==> config.mk <==
export PLATFORM = sky130hd
export DESIGN_NAME = traffic_light_conflict_monitor
export DESIGN_NICKNAME = d
export VERILOG_FILES = /design/src/rtl/traffic_light_conflict_monitor.sv
export SDC_FILE = /design/constraint.sdc
export NUM_CORES = 1
export LEC_CHECK = 0
export CAP_MARGIN = 20
export CORE_UTILIZATION = 37
export DETAILED_ROUTE_END_ITERATION = 16
export PLACE_DENSITY = 0.53
export SLEW_MARGIN = 15
export SYNTH_ARGS = -nofsm -noshare
export SYNTH_HDL_FRONTEND = slang
export SYNTH_SLANG_ARGS = --single-unit
==> constraint.sdc <==
create_clock -name clk -period 4.5 [get_ports clk]
set_input_delay 0.9 -clock clk [delete_from_list [all_inputs] [get_ports clk]]
set_output_delay 0.9 -clock clk [all_outputs]
set_load 0.1 [all_outputs]
==> src/rtl/traffic_light_conflict_monitor.sv <==
// Lamp-side safety monitor: watches controller light codes for invalid, conflicting,
// out-of-order or short-yellow aspects and forces a red/dark flash once a fault latches.
module traffic_light_conflict_monitor #(
    parameter int MIN_YELLOW = 20,
    parameter int FLASH_HALF = 8
) (
    input  logic       clk,
    input  logic       rst,
    input  logic [1:0] highway_light,
    input  logic [1:0] farm_light,
    input  logic       fault_clear,
    output logic       fault,
    output logic [2:0] fault_code,
    output logic [1:0] lamp_highway,
    output logic [1:0] lamp_farm
);

    localparam int CW = $clog2(MIN_YELLOW + 1);
    localparam int FW = (FLASH_HALF > 1) ? $clog2(2 * FLASH_HALF) : 1;
    localparam logic [CW-1:0] YEL_MAX    = CW'(MIN_YELLOW);
    localparam logic [FW-1:0] FLASH_LAST = FW'(2 * FLASH_HALF - 1);
    localparam logic [FW-1:0] FLASH_MID  = FW'(FLASH_HALF);

    localparam logic [1:0] GREEN  = 2'b00;
    localparam logic [1:0] YELLOW = 2'b01;
    localparam logic [1:0] RED    = 2'b10;
    localparam logic [1:0] BAD    = 2'b11;

    typedef enum logic [2:0] {
        CAUSE_NONE           = 3'd0,
        CAUSE_INVALID        = 3'd1,
        CAUSE_CONFLICT       = 3'd2,
        CAUSE_SEQ_HW         = 3'd3,
        CAUSE_SEQ_FARM       = 3'd4,
        CAUSE_SHORT_YEL_HW   = 3'd5,
        CAUSE_SHORT_YEL_FARM = 3'd6
    } cause_e;

    logic [1:0]    prev_hw;
    logic [1:0]    prev_farm;
    logic [CW-1:0] yel_cnt_hw;
    logic [CW-1:0] yel_cnt_farm;
    logic [FW-1:0] flash_cnt;

    cause_e        cause;
    logic          violation;
    logic          clear_ok;
    logic          fault_n;
    logic [2:0]    fault_code_n;
    logic [FW-1:0] flash_cnt_n;
    logic [1:0]    lamp_hw_n;
    logic [1:0]    lamp_farm_n;

    function automatic logic illegal_step(input logic [1:0] from, input logic [1:0] to);
        return ((from == GREEN)  && (to == RED))   ||
               ((from == YELLOW) && (to == GREEN)) ||
               ((from == RED)    && (to == YELLOW));
    endfunction

    // Lowest-numbered cause wins when several checks fire together
    always_comb begin
        cause = CAUSE_NONE;
        if ((highway_light == BAD) || (farm_light == BAD))
            cause = CAUSE_INVALID;
        else if ((highway_light != RED) && (farm_light != RED))
            cause = CAUSE_CONFLICT;
        else if (illegal_step(prev_hw, highway_light))
            cause = CAUSE_SEQ_HW;
        else if (illegal_step(prev_farm, farm_light))
            cause = CAUSE_SEQ_FARM;
        else if ((prev_hw == YELLOW) && (highway_light == RED) && (yel_cnt_hw < YEL_MAX))
            cause = CAUSE_SHORT_YEL_HW;
        else if ((prev_farm == YELLOW) && (farm_light == RED) && (yel_cnt_farm < YEL_MAX))
            cause = CAUSE_SHORT_YEL_FARM;
    end

    assign violation = (cause != CAUSE_NONE);
    assign clear_ok  = fault && fault_clear && (highway_light == RED) && (farm_light == RED);

    // A violation coinciding with an accepted clear re-latches with the new cause
    always_comb begin
        fault_n      = fault;
        fault_code_n = fault_code;
        flash_cnt_n  = flash_cnt;
        lamp_hw_n    = highway_light;
        lamp_farm_n  = farm_light;
        if (!fault || clear_ok) begin
            if (violation) begin
                fault_n      = 1'b1;
                fault_code_n = cause;
                flash_cnt_n  = '0;
                lamp_hw_n    = RED;
                lamp_farm_n  = RED;
            end else begin
                fault_n      = 1'b0;
                fault_code_n = 3'd0;
                flash_cnt_n  = '0;
            end
        end else begin
            flash_cnt_n = (flash_cnt == FLASH_LAST) ? '0 : flash_cnt + 1'b1;
            lamp_hw_n   = (flash_cnt_n < FLASH_MID) ? RED : BAD;
            lamp_farm_n = lamp_hw_n;
        end
    end

    always_ff @(posedge clk) begin
        if (rst) begin
            fault        <= 1'b0;
            fault_code   <= 3'd0;
            lamp_highway <= RED;
            lamp_farm    <= RED;
            prev_hw      <= RED;
            prev_farm    <= RED;
            yel_cnt_hw   <= '0;
            yel_cnt_farm <= '0;
            flash_cnt    <= '0;
        end else begin
            fault        <= fault_n;
            fault_code   <= fault_code_n;
            lamp_highway <= lamp_hw_n;
            lamp_farm    <= lamp_farm_n;
            prev_hw      <= highway_light;
            prev_farm    <= farm_light;
            flash_cnt    <= flash_cnt_n;
            yel_cnt_hw   <= (highway_light != YELLOW) ? '0 :
                            (yel_cnt_hw == YEL_MAX) ? yel_cnt_hw : yel_cnt_hw + 1'b1;
            yel_cnt_farm <= (farm_light != YELLOW) ? '0 :
                            (yel_cnt_farm == YEL_MAX) ? yel_cnt_farm : yel_cnt_farm + 1'b1;
        end
    end

endmodule

==> results_dict.tcl, run 1 <==
set metrics [dict create \
    relSlewSlack_pct 35.4 \
    layout.cells.non_filler 189 \
    clkTransAtPathRegs_ps 140 \
    r2r_cells 5 \
    start_util_pct 39.7 \
    setup_violations 0 \
    fp.dieW_um 59.7 \
    outcome "finished, final reports clean" \
    dieArea_um2 3560 \
    grt_pass1_wl_um 3730 \
    firstDrtPassIters 4 \
    grt_pass1_vias 848 \
    fin_skew_ps 12.5 \
    cts_resized 0 \
    clockBufferDepth 2 \
    crit_type "flop to output port" \
    r2r_start "prev_hw[1]" \
    dr.first_iter.drc_count 36 \
    ctsHtreeMaxLevel 1 \
    min_path_type "flop to flop" \
    antenna_cells 0 \
    critPathLaunchType "flop" \
    ys.warnings.count 0 \
    cp_num_buf_inv 1 \
    area_growth_pct 16.1 \
    cp_cell_sequence "clkdlybuf4s50_1" \
    rows 20 \
    ir_drop_mv 0.189 \
    die_y_um 59.7 \
    syn-num-nets 142 \
    cts_hold_buf 0 \
    core_area_um2 3100 \
    wl_um 2210 \
    yosysSeqAreaShare_pct 42.3 \
    drive_above_1_share_pct 8.28 \
    post-cts-setup-buffers 0 \
    grt_use_total_pct 14.1 \
    max_freq_ghz 0.366 \
    cp-end-kind "output port" \
    crit_fanout 1 \
    cap_violations 0 \
    drc_errors 0 \
    finalCriticalPeriod_ps 2730 \
    ant_nets 0 \
    power.leakage_nw 0.535 \
    dp_hpwl_um 1680 \
    clock_sinks 26 \
    rsz0062_at_grt "no" \
    num-nets-final 158 \
    worst_slew_pin_slew_ps 965 \
    grt_max_degree 15 \
    via_per_inst 4.78 \
    ioPinCount 15 \
    insertion_delay_ps 320 \
    synthCells 130 \
    maxSlewViolCount 0 \
    arrival_ps 1830 \
    antenna_found_initial 0 \
    fin_tns_setup_ps 0 \
    root_buffer "clkbuf_4" \
    cts_tree "done" \
    r2r_setup_slack_ps 2670 \
    avgSynthCellArea_um2 9.47 \
    final_common_cell "dfxtp_1" \
    layout_common_cells "dfxtp_1 (26), clkdlybuf4s50_1 (14), nor2_1 (13), nand2_1 (11), nand3_1 (10)" \
    fin_crit_sh_pct 60.7 \
    powerDensity_nw_per_um2 301 \
    hold_end "fault_code[1]" \
    via_count 904 \
    placed_cells 185 \
    cp_top_family "buffers and inverters" \
    hold_violations 0 \
    hold_start "fault_code[1]" \
    r2r-end "lamp_highway[0]" \
    routedWlPerCell_um 11.7 \
    max_stage_delay_ps 1140 \
    crit_required_ps 3600 \
    gr-total-overflow 0 \
    routabilityCongestion 0.915 \
    cts_inserted_buffers 3 \
    port_buffers 14 \
    ys_types 37 \
    ys_seq_elements 26 \
    syn_area_um2 1230 \
    hold_depth 2 \
    slowest_stage "clkdlybuf4s50_1" \
]
==> per-layer routing <==
metal	vias to the layer above	GRT usage, %	routed length (um)	share of wire [%]
li1	489	-	-	-
met1	397	19.5	1160	52
met2	16	21.1	933	42
met3	2	4.76	108	4.9
met4	0	2.99	10	0.45
met5	-	0	0	0
==> logic make-up after synthesis <==
logic type / after synthesis / synth area share [%]
and+or+nand+nor: 56 / 25.5
DFF: 26 / 42.3
AOI/OAI and AO/OA: 24 / 15.4
xor gates and xnor gates: 10 / 7.11
buffers and inverters: 9 / 4.57
adders and majority gates: 5 / 5.08
==> worst max-delay path by stage <==
stage / startpoint / end / slack, ps / depth (start not counted)
finish: lamp_farm[1] / lamp_farm[1] / 1770 / 1
global route: highway_light[1] / lamp_farm[0] / 1690 / 6
CTS: lamp_farm[1] / lamp_farm[1] / 1750 / 1
detailed placement: highway_light[1] / lamp_highway[0] / 1480 / 6
global placement: highway_light[1] / lamp_highway[1] / 1430 / 6
floorplan: farm_light[1] / lamp_farm[0] / 2180 / 6
==> synthesized netlist by cell type, drive strengths merged <==
cell type	number	area, um2
nor2	13	48.8
a222oi	1	10.0
nand2	11	41.3
a2111oi	1	27.5
nor2b	4	32.5
a21oi	9	45.0
and3	1	6.26
ha	5	62.6
nor4b	1	8.76
o221ai	1	8.76
and2	1	6.26
or3b	1	8.76
xnor2	6	52.6
o21bai	1	7.51
a22oi	1	7.51
nand4b	2	17.5
or2	1	6.26
a21o	4	31.3
and2b	4	32.5
o311a	1	11.3
nand4bb	1	11.3
a2111o	1	11.3
nand3	10	50.1
nor3	3	15.0
inv	6	22.5
o21ai	2	13.8
a22o	1	8.76
o31ai	1	7.51
and4b	1	13.8
buf	3	33.8
dfxtp	26	521
xor2	4	35.0
nor3b	2	15.0
==> sequential cells by signal (all words and copies together), names as in the netlist <==
register,flops
prev_farm,2
lamp_highway,2
fault_code,3
lamp_farm,2
yel_cnt_farm,5
prev_hw,2
fault,1
yel_cnt_hw,5
flash_cnt,4
==> area by class of cell <==
| cell class | count | area [um2] |
|---|---|---|
| timing repair buffer | 14 | 140 |
| multi-input combinational | 95 | 654 |
| fill | 332 | 1670 |
| inverter | 6 | 22.5 |
| tap | 44 | 55.1 |
| clock buffer | 4 | 36.3 |
| sequential | 26 | 520 |
==> power breakdown <==
group | internal, W | leakage (nW) | switching [W]
Sequential | 0.000237 | 0.212 | 0.00000519
Clock | 0.0000495 | 0.0210 | 0.0000688
Combinational | 0.0000247 | 0.302 | 0.0000454
Total | 0.000311 | 0.535 | 0.000119
==> through the flow <==
| stage | power [W] | util, % | cell area (um2) | setup slack, ps | hold WS (ps) |
|---|---|---|---|---|---|
| after floorplan | 0.000301 | - | 1230 | 2180 | 451 |
| after global placement | 0.000318 | 44.9 | 1390 | 1430 | 440 |
| after detailed placement | 0.000318 | 44.9 | 1390 | 1480 | 444 |
| after CTS | 0.000439 | 46.0 | 1430 | 1750 | 463 |
| after global routing | 0.000455 | 46.0 | 1430 | 1690 | 474 |
| final | 0.000431 | 46.0 | 1430 | 1770 | 458 |
No activity file was read; power rests on OpenSTA's default activity.
==> inputs of run 2 (changes only) <==
==> constraint.sdc (replaced) <==
create_clock -name clk -period 2.8 [get_ports clk]
set_input_delay 0.56 -clock clk [delete_from_list [all_inputs] [get_ports clk]]
set_output_delay 0.56 -clock clk [all_outputs]
set_load 0.1 [all_outputs]
==> run 2 against run 1 <==
Clock power is 110% higher. Sequential share of layout area down 0.095 points. Cell count increased by 0.53%. Sequential cell count unchanged. Worst hold slack improved by 4.5 ps. Count of clock-buffer cells in the layout down 1.
==> results_dict.tcl, run 2 (synthesis results as in run 1) <==
set metrics [dict create \
    r2r_start "prev_hw[0]" \
    firstDrtPassIters 4 \
    hold_end "fault_code[1]" \
    drc_errors 0 \
    finalCriticalPeriod_ps 2320 \
    gr-total-overflow 0 \
    via_per_inst 4.96 \
    cts_hold_buf 0 \
    ctsHtreeMaxLevel 1 \
    rows 20 \
    grt_use_total_pct 14.3 \
    sw_frac_of_total_pct 25.1 \
    post-cts-setup-buffers 0 \
    outcome "finished, final reports clean" \
    critPathLaunchType "input port" \
    hold_start "fault_code[1]" \
    clockBufferDepth 2 \
    dr.first_iter.drc_count 35 \
    cts_resized 0 \
    maxSlewViolCount 0 \
    routabilityCongestion 0.830 \
    hold_depth 2 \
    ioPinCount 15 \
    fin_skew_ps 12.2 \
    start_util_pct 39.7 \
    crit_type "input port to flop" \
    fin_crit_sh_pct 82.7 \
    worst_slew_pin_slew_ps 473 \
    drive_above_1_share_pct 14.4 \
    port_buffers 14 \
    final_common_cell "dfxtp_1" \
    crit_required_ps 3080 \
    ir_drop_mv 0.243 \
    layout_common_cells "dfxtp_1 (26), nor2_1 (13), nand2_1 (11), nand3_1 (10)" \
    antenna_cells 0 \
    via_count 943 \
    cap_violations 0 \
    cts_tree "done" \
    fp.dieW_um 59.7 \
    cp-end-kind "flop" \
    rsz0062_at_grt "no" \
    total_power_w 0.000754 \
    root_buffer "clkbuf_4" \
    cell_internal_pwr_w 0.000565 \
    p_comb_share_pct 15.1 \
    r2r-end "lamp_farm[0]" \
    insertion_delay_ps 320 \
    gr-usage-met2_pct 23.2 \
    arrival_ps 2590 \
    antenna_found_initial 0 \
    met1_usage_pct 18.6 \
    grt_use_met3_pct 2.38 \
    setup_violations 0 \
    grt_max_degree 16 \
    dieArea_um2 3560 \
    switching_power_w 0.000189 \
    crit_fanout 8 \
    r2r_setup_slack_ps 960 \
    hold_violations 0 \
    r2r_cells 5 \
    wl_um 2260 \
    dp_hpwl_um 1730 \
    core_area_um2 3100 \
    ant_nets 0 \
    fin_tns_setup_ps 0 \
    grt_pass1_vias 873 \
    area_growth_pct 16.4 \
    relSlewSlack_pct 68.4 \
    pwr-share-clk_pct 33.3 \
    busiest_layer "met2" \
    num-nets-final 159 \
    die_y_um 59.7 \
    max_freq_ghz 0.432 \
    min_path_type "flop to flop" \
    reg_top3 "yel_cnt_farm x5, yel_cnt_hw x5, flash_cnt x4" \
    clock_sinks 26 \
    cts_inserted_buffers 3 \
    power.leakage_nw 0.556 \
    clkTransAtPathRegs_ps 140 \
    routedWlPerCell_um 11.9 \
    grt_pass1_wl_um 3800 \
    power_frac_seq_pct 51.7 \
    powerDensity_nw_per_um2 526 \
]
==> run 2: cell count changes in the layout (fill, tap and decap cells not counted) <==
cell and change:
bufinv_16 +1, clkbuf_8 -1, buf_4 +9, clkdlybuf4s50_1 -8
==> run 2: power groups by stage <==
stage | logic, W | clock network [W] | registers (W)
floorplan | 0.0000516 | 0 | 0.000432
global placement | 0.000113 | 0 | 0.000398
detailed placement | 0.000114 | 0 | 0.000398
CTS | 0.000114 | 0.000265 | 0.000390
global route | 0.000122 | 0.000277 | 0.000391
finish | 0.000114 | 0.000251 | 0.000389
==> run 2: worst max-delay path by stage <==
stage                     startpoint               to  cells after the start
floorplan              farm_light[1]     lamp_farm[0]                      6
global placement       farm_light[1]  lamp_highway[1]                      6
detailed placement     farm_light[1]     lamp_farm[1]                      6
CTS                    farm_light[1]     lamp_farm[0]                      6
global route        highway_light[0]  lamp_highway[1]                      6
finish                 farm_light[1]     lamp_farm[0]                      6
==> run 2: cell type report <==
class | instances | area [um2]
sequential | 26 | 520
multi-input combinational | 95 | 654
fill | 344 | 1670
clock inverter | 1 | 30.0
clock buffer | 3 | 22.5
inverter | 6 | 22.5
tap | 44 | 55.1
timing repair buffer | 15 | 128
==> run 2: per-layer routing <==
layer / vias up / routed length [um]
met5: - / 0
met4: 0 / 21
met3: 2 / 119
met2: 22 / 978
met1: 436 / 1140
li1: 483 / -
==> run 2: critical path, cell delays in order <==
cell	delay [ps]
clkdlybuf4s50_1	630
nor2b_4	240
and2b_4	200
a2111o_1	390
a2111oi_4	400
a21o_1	160
==> run 2: through the flow <==
step	hold WS (ps)	utilization, %	instance area, um2	setup slack (ps)	std cells
final	463	46.2	1430	485	190
after global routing	480	46.2	1430	387	190
after CTS	464	46.2	1430	507	190
after detailed placement	445	44.5	1380	154	186
after global placement	443	44.5	1380	130	186
after floorplan	451	-	1230	816	130
==> inputs of run 3 (changes only) <==
==> constraint.sdc (replaced) <==
create_clock -name clk -period 2.3 [get_ports clk]
set_input_delay 0.46 -clock clk [delete_from_list [all_inputs] [get_ports clk]]
set_output_delay 0.46 -clock clk [all_outputs]
set_load 0.1 [all_outputs]
==> run 3 against run 2 <==
Setup slack got worse by 360 ps. Total power increased by 13%. Utilization increased by 2.9 points. Sequential cell count unchanged. Count of clock-buffer cells in the layout increased by 1. Die area unchanged. Clock skew decreased by 3.9 ps. Clock power decreased by 11%. Wire length increased by 1.9%. Largest cell class unchanged.
==> results_dict.tcl, run 3 (synthesis results as in run 1) <==
set metrics [dict create \
    r2r_start "prev_hw[1]" \
    root_buffer "clkbuf_4" \
    r2r_setup_slack_ps 440 \
    start_util_pct 39.7 \
    r2r_cells 5 \
    ctsHtreeMaxLevel 1 \
    dp_hpwl_um 1810 \
    crit_fanout 5 \
    sw_frac_of_total_pct 26.9 \
    final_common_cell "dfxtp_1" \
    power.leakage_nw 0.617 \
    clkTransAtPathRegs_ps 130 \
    maxSlewViolCount 0 \
    ioPinCount 15 \
    cell_internal_pwr_w 0.000624 \
    drive_above_1_share_pct 21.9 \
    dr.first_iter.drc_count 49 \
    area_growth_pct 23.6 \
    fin_skew_ps 8.33 \
    gr-total-overflow 0 \
    post-cts-setup-buffers 0 \
    insertion_delay_ps 310 \
    grt_use_total_pct 14.9 \
    final_area_um2 1520 \
    dieArea_um2 3560 \
    rsz0062_at_grt "no" \
    met2_length_um 1060 \
    reg_top3 "yel_cnt_farm x5, yel_cnt_hw x5, flash_cnt x4" \
    cp-end-kind "flop" \
    cap_violations 0 \
    clock_sinks 26 \
    holdWs_ps 458 \
    hold_violations 0 \
    max_freq_ghz 0.460 \
    die_y_um 59.7 \
    hold_depth 2 \
    rows 20 \
    clockBufferDepth 2 \
    grt_pass1_vias 926 \
    hold_end "fault_code[1]" \
    antenna_cells 0 \
    crit_type "input port to flop" \
    routabilityCongestion 0.930 \
    place_area_um2 1490 \
    port_buffers 14 \
    powerDensity_nw_per_um2 561 \
    cts_hold_buf 0 \
    via_count 987 \
    min_path_type "flop to flop" \
    fin_crit_sh_pct 94.5 \
    p_comb_share_pct 18.4 \
    total_power_w 0.000854 \
    ant_nets 0 \
    drc_errors 0 \
    r2r-end "lamp_highway[0]" \
    met3_length_um 103 \
    cts_tree "done" \
    critPathLaunchType "input port" \
    hold_start "fault_code[1]" \
    finalCriticalPeriod_ps 2170 \
    switching_power_w 0.000230 \
    crit_required_ps 2560 \
    arrival_ps 2440 \
    outcome "finished, final reports clean" \
    worst_slew_pin_slew_ps 450 \
    relSlewSlack_pct 69.9 \
    core_area_um2 3100 \
    num-nets-final 173 \
    wl_met1_um 1120 \
    pwr-share-clk_pct 26.1 \
    layout_common_cells "dfxtp_1 (26), buf_4 (23), nor2_1 (13), nand2_1 (11), nand3_1 (10)" \
    routedWlPerCell_um 11.3 \
    cts_inserted_buffers 3 \
    wl_um 2300 \
    grt_max_degree 15 \
    antenna_found_initial 0 \
    via_per_inst 4.84 \
    firstDrtPassIters 4 \
    ir_drop_mv 0.214 \
    power_frac_seq_pct 55.6 \
    fp.dieW_um 59.7 \
    routed.top_layer "met4" \
    grt_pass1_wl_um 3940 \
    cts_resized 0 \
    setup_violations 0 \
]
==> run 3: cell count changes in the layout (fill, tap and decap cells not counted), sizes merged <==
cell / previous run / this run
clkbuf: 3 / 4
bufinv: 1 / 0
buf: 9 / 23
==> run 3: worst max path at each step <==
stage | from | end | depth (start not counted)
after floorplan | farm_light[1] | lamp_farm[0] | 6
after global placement | highway_light[1] | lamp_highway[1] | 7
after global routing | highway_light[0] | lamp_highway[1] | 6
final | highway_light[1] | lamp_highway[0] | 6
after CTS | farm_light[1] | lamp_highway[0] | 6
after detailed placement | highway_light[1] | lamp_farm[1] | 6
==> run 3: power by group through the flow <==
stage	clock, W	sequential (W)	combinational (W)
after floorplan	0	0.000526	0.0000628
after global placement	0	0.000484	0.000157
after detailed placement	0	0.000485	0.000157
after CTS	0.000240	0.000475	0.000158
after global routing	0.000257	0.000477	0.000168
final	0.000223	0.000475	0.000157
==> run 3: layer usage <==
| metal | vias up | global-route usage, % |
|---|---|---|
| li1 | 515 | - |
| met1 | 450 | 19.8 |
| met2 | 20 | 24.0 |
| met3 | 2 | 2.16 |
| met4 | 0 | 5.98 |
| met5 | - | 0 |
==> run 3: area by class of cell <==
class | instances | area, um2
flip-flops and latches | 26 | 520
fillers | 326 | 1580
multi-input cells | 95 | 654
well taps | 44 | 55.1
repair buffers | 29 | 233
clock buffers | 4 | 36.3
inverters | 6 | 22.5
==> run 3: metrics by stage <==
| step | TNS (ps) | setup WS [ps] | util [%] | instances |
|---|---|---|---|---|
| final | 0 | 126 | 49.0 | 204 |
| after global routing | 0 | 44.2 | 49.0 | 204 |
| after CTS | 0 | 128 | 49.0 | 204 |
| after detailed placement | -1090 | -213 | 47.9 | 200 |
| after global placement | -748 | -157 | 47.9 | 200 |
| after floorplan | 0 | 416 | - | 130 |
==> run 3: worst max-delay path: stages <==
cell and delay [ps]:
clkdlybuf4s50_1 500, nor2b_1 320, nand3_1 160, a2111o_1 440, a2111oi_4 400, a21o_1 160
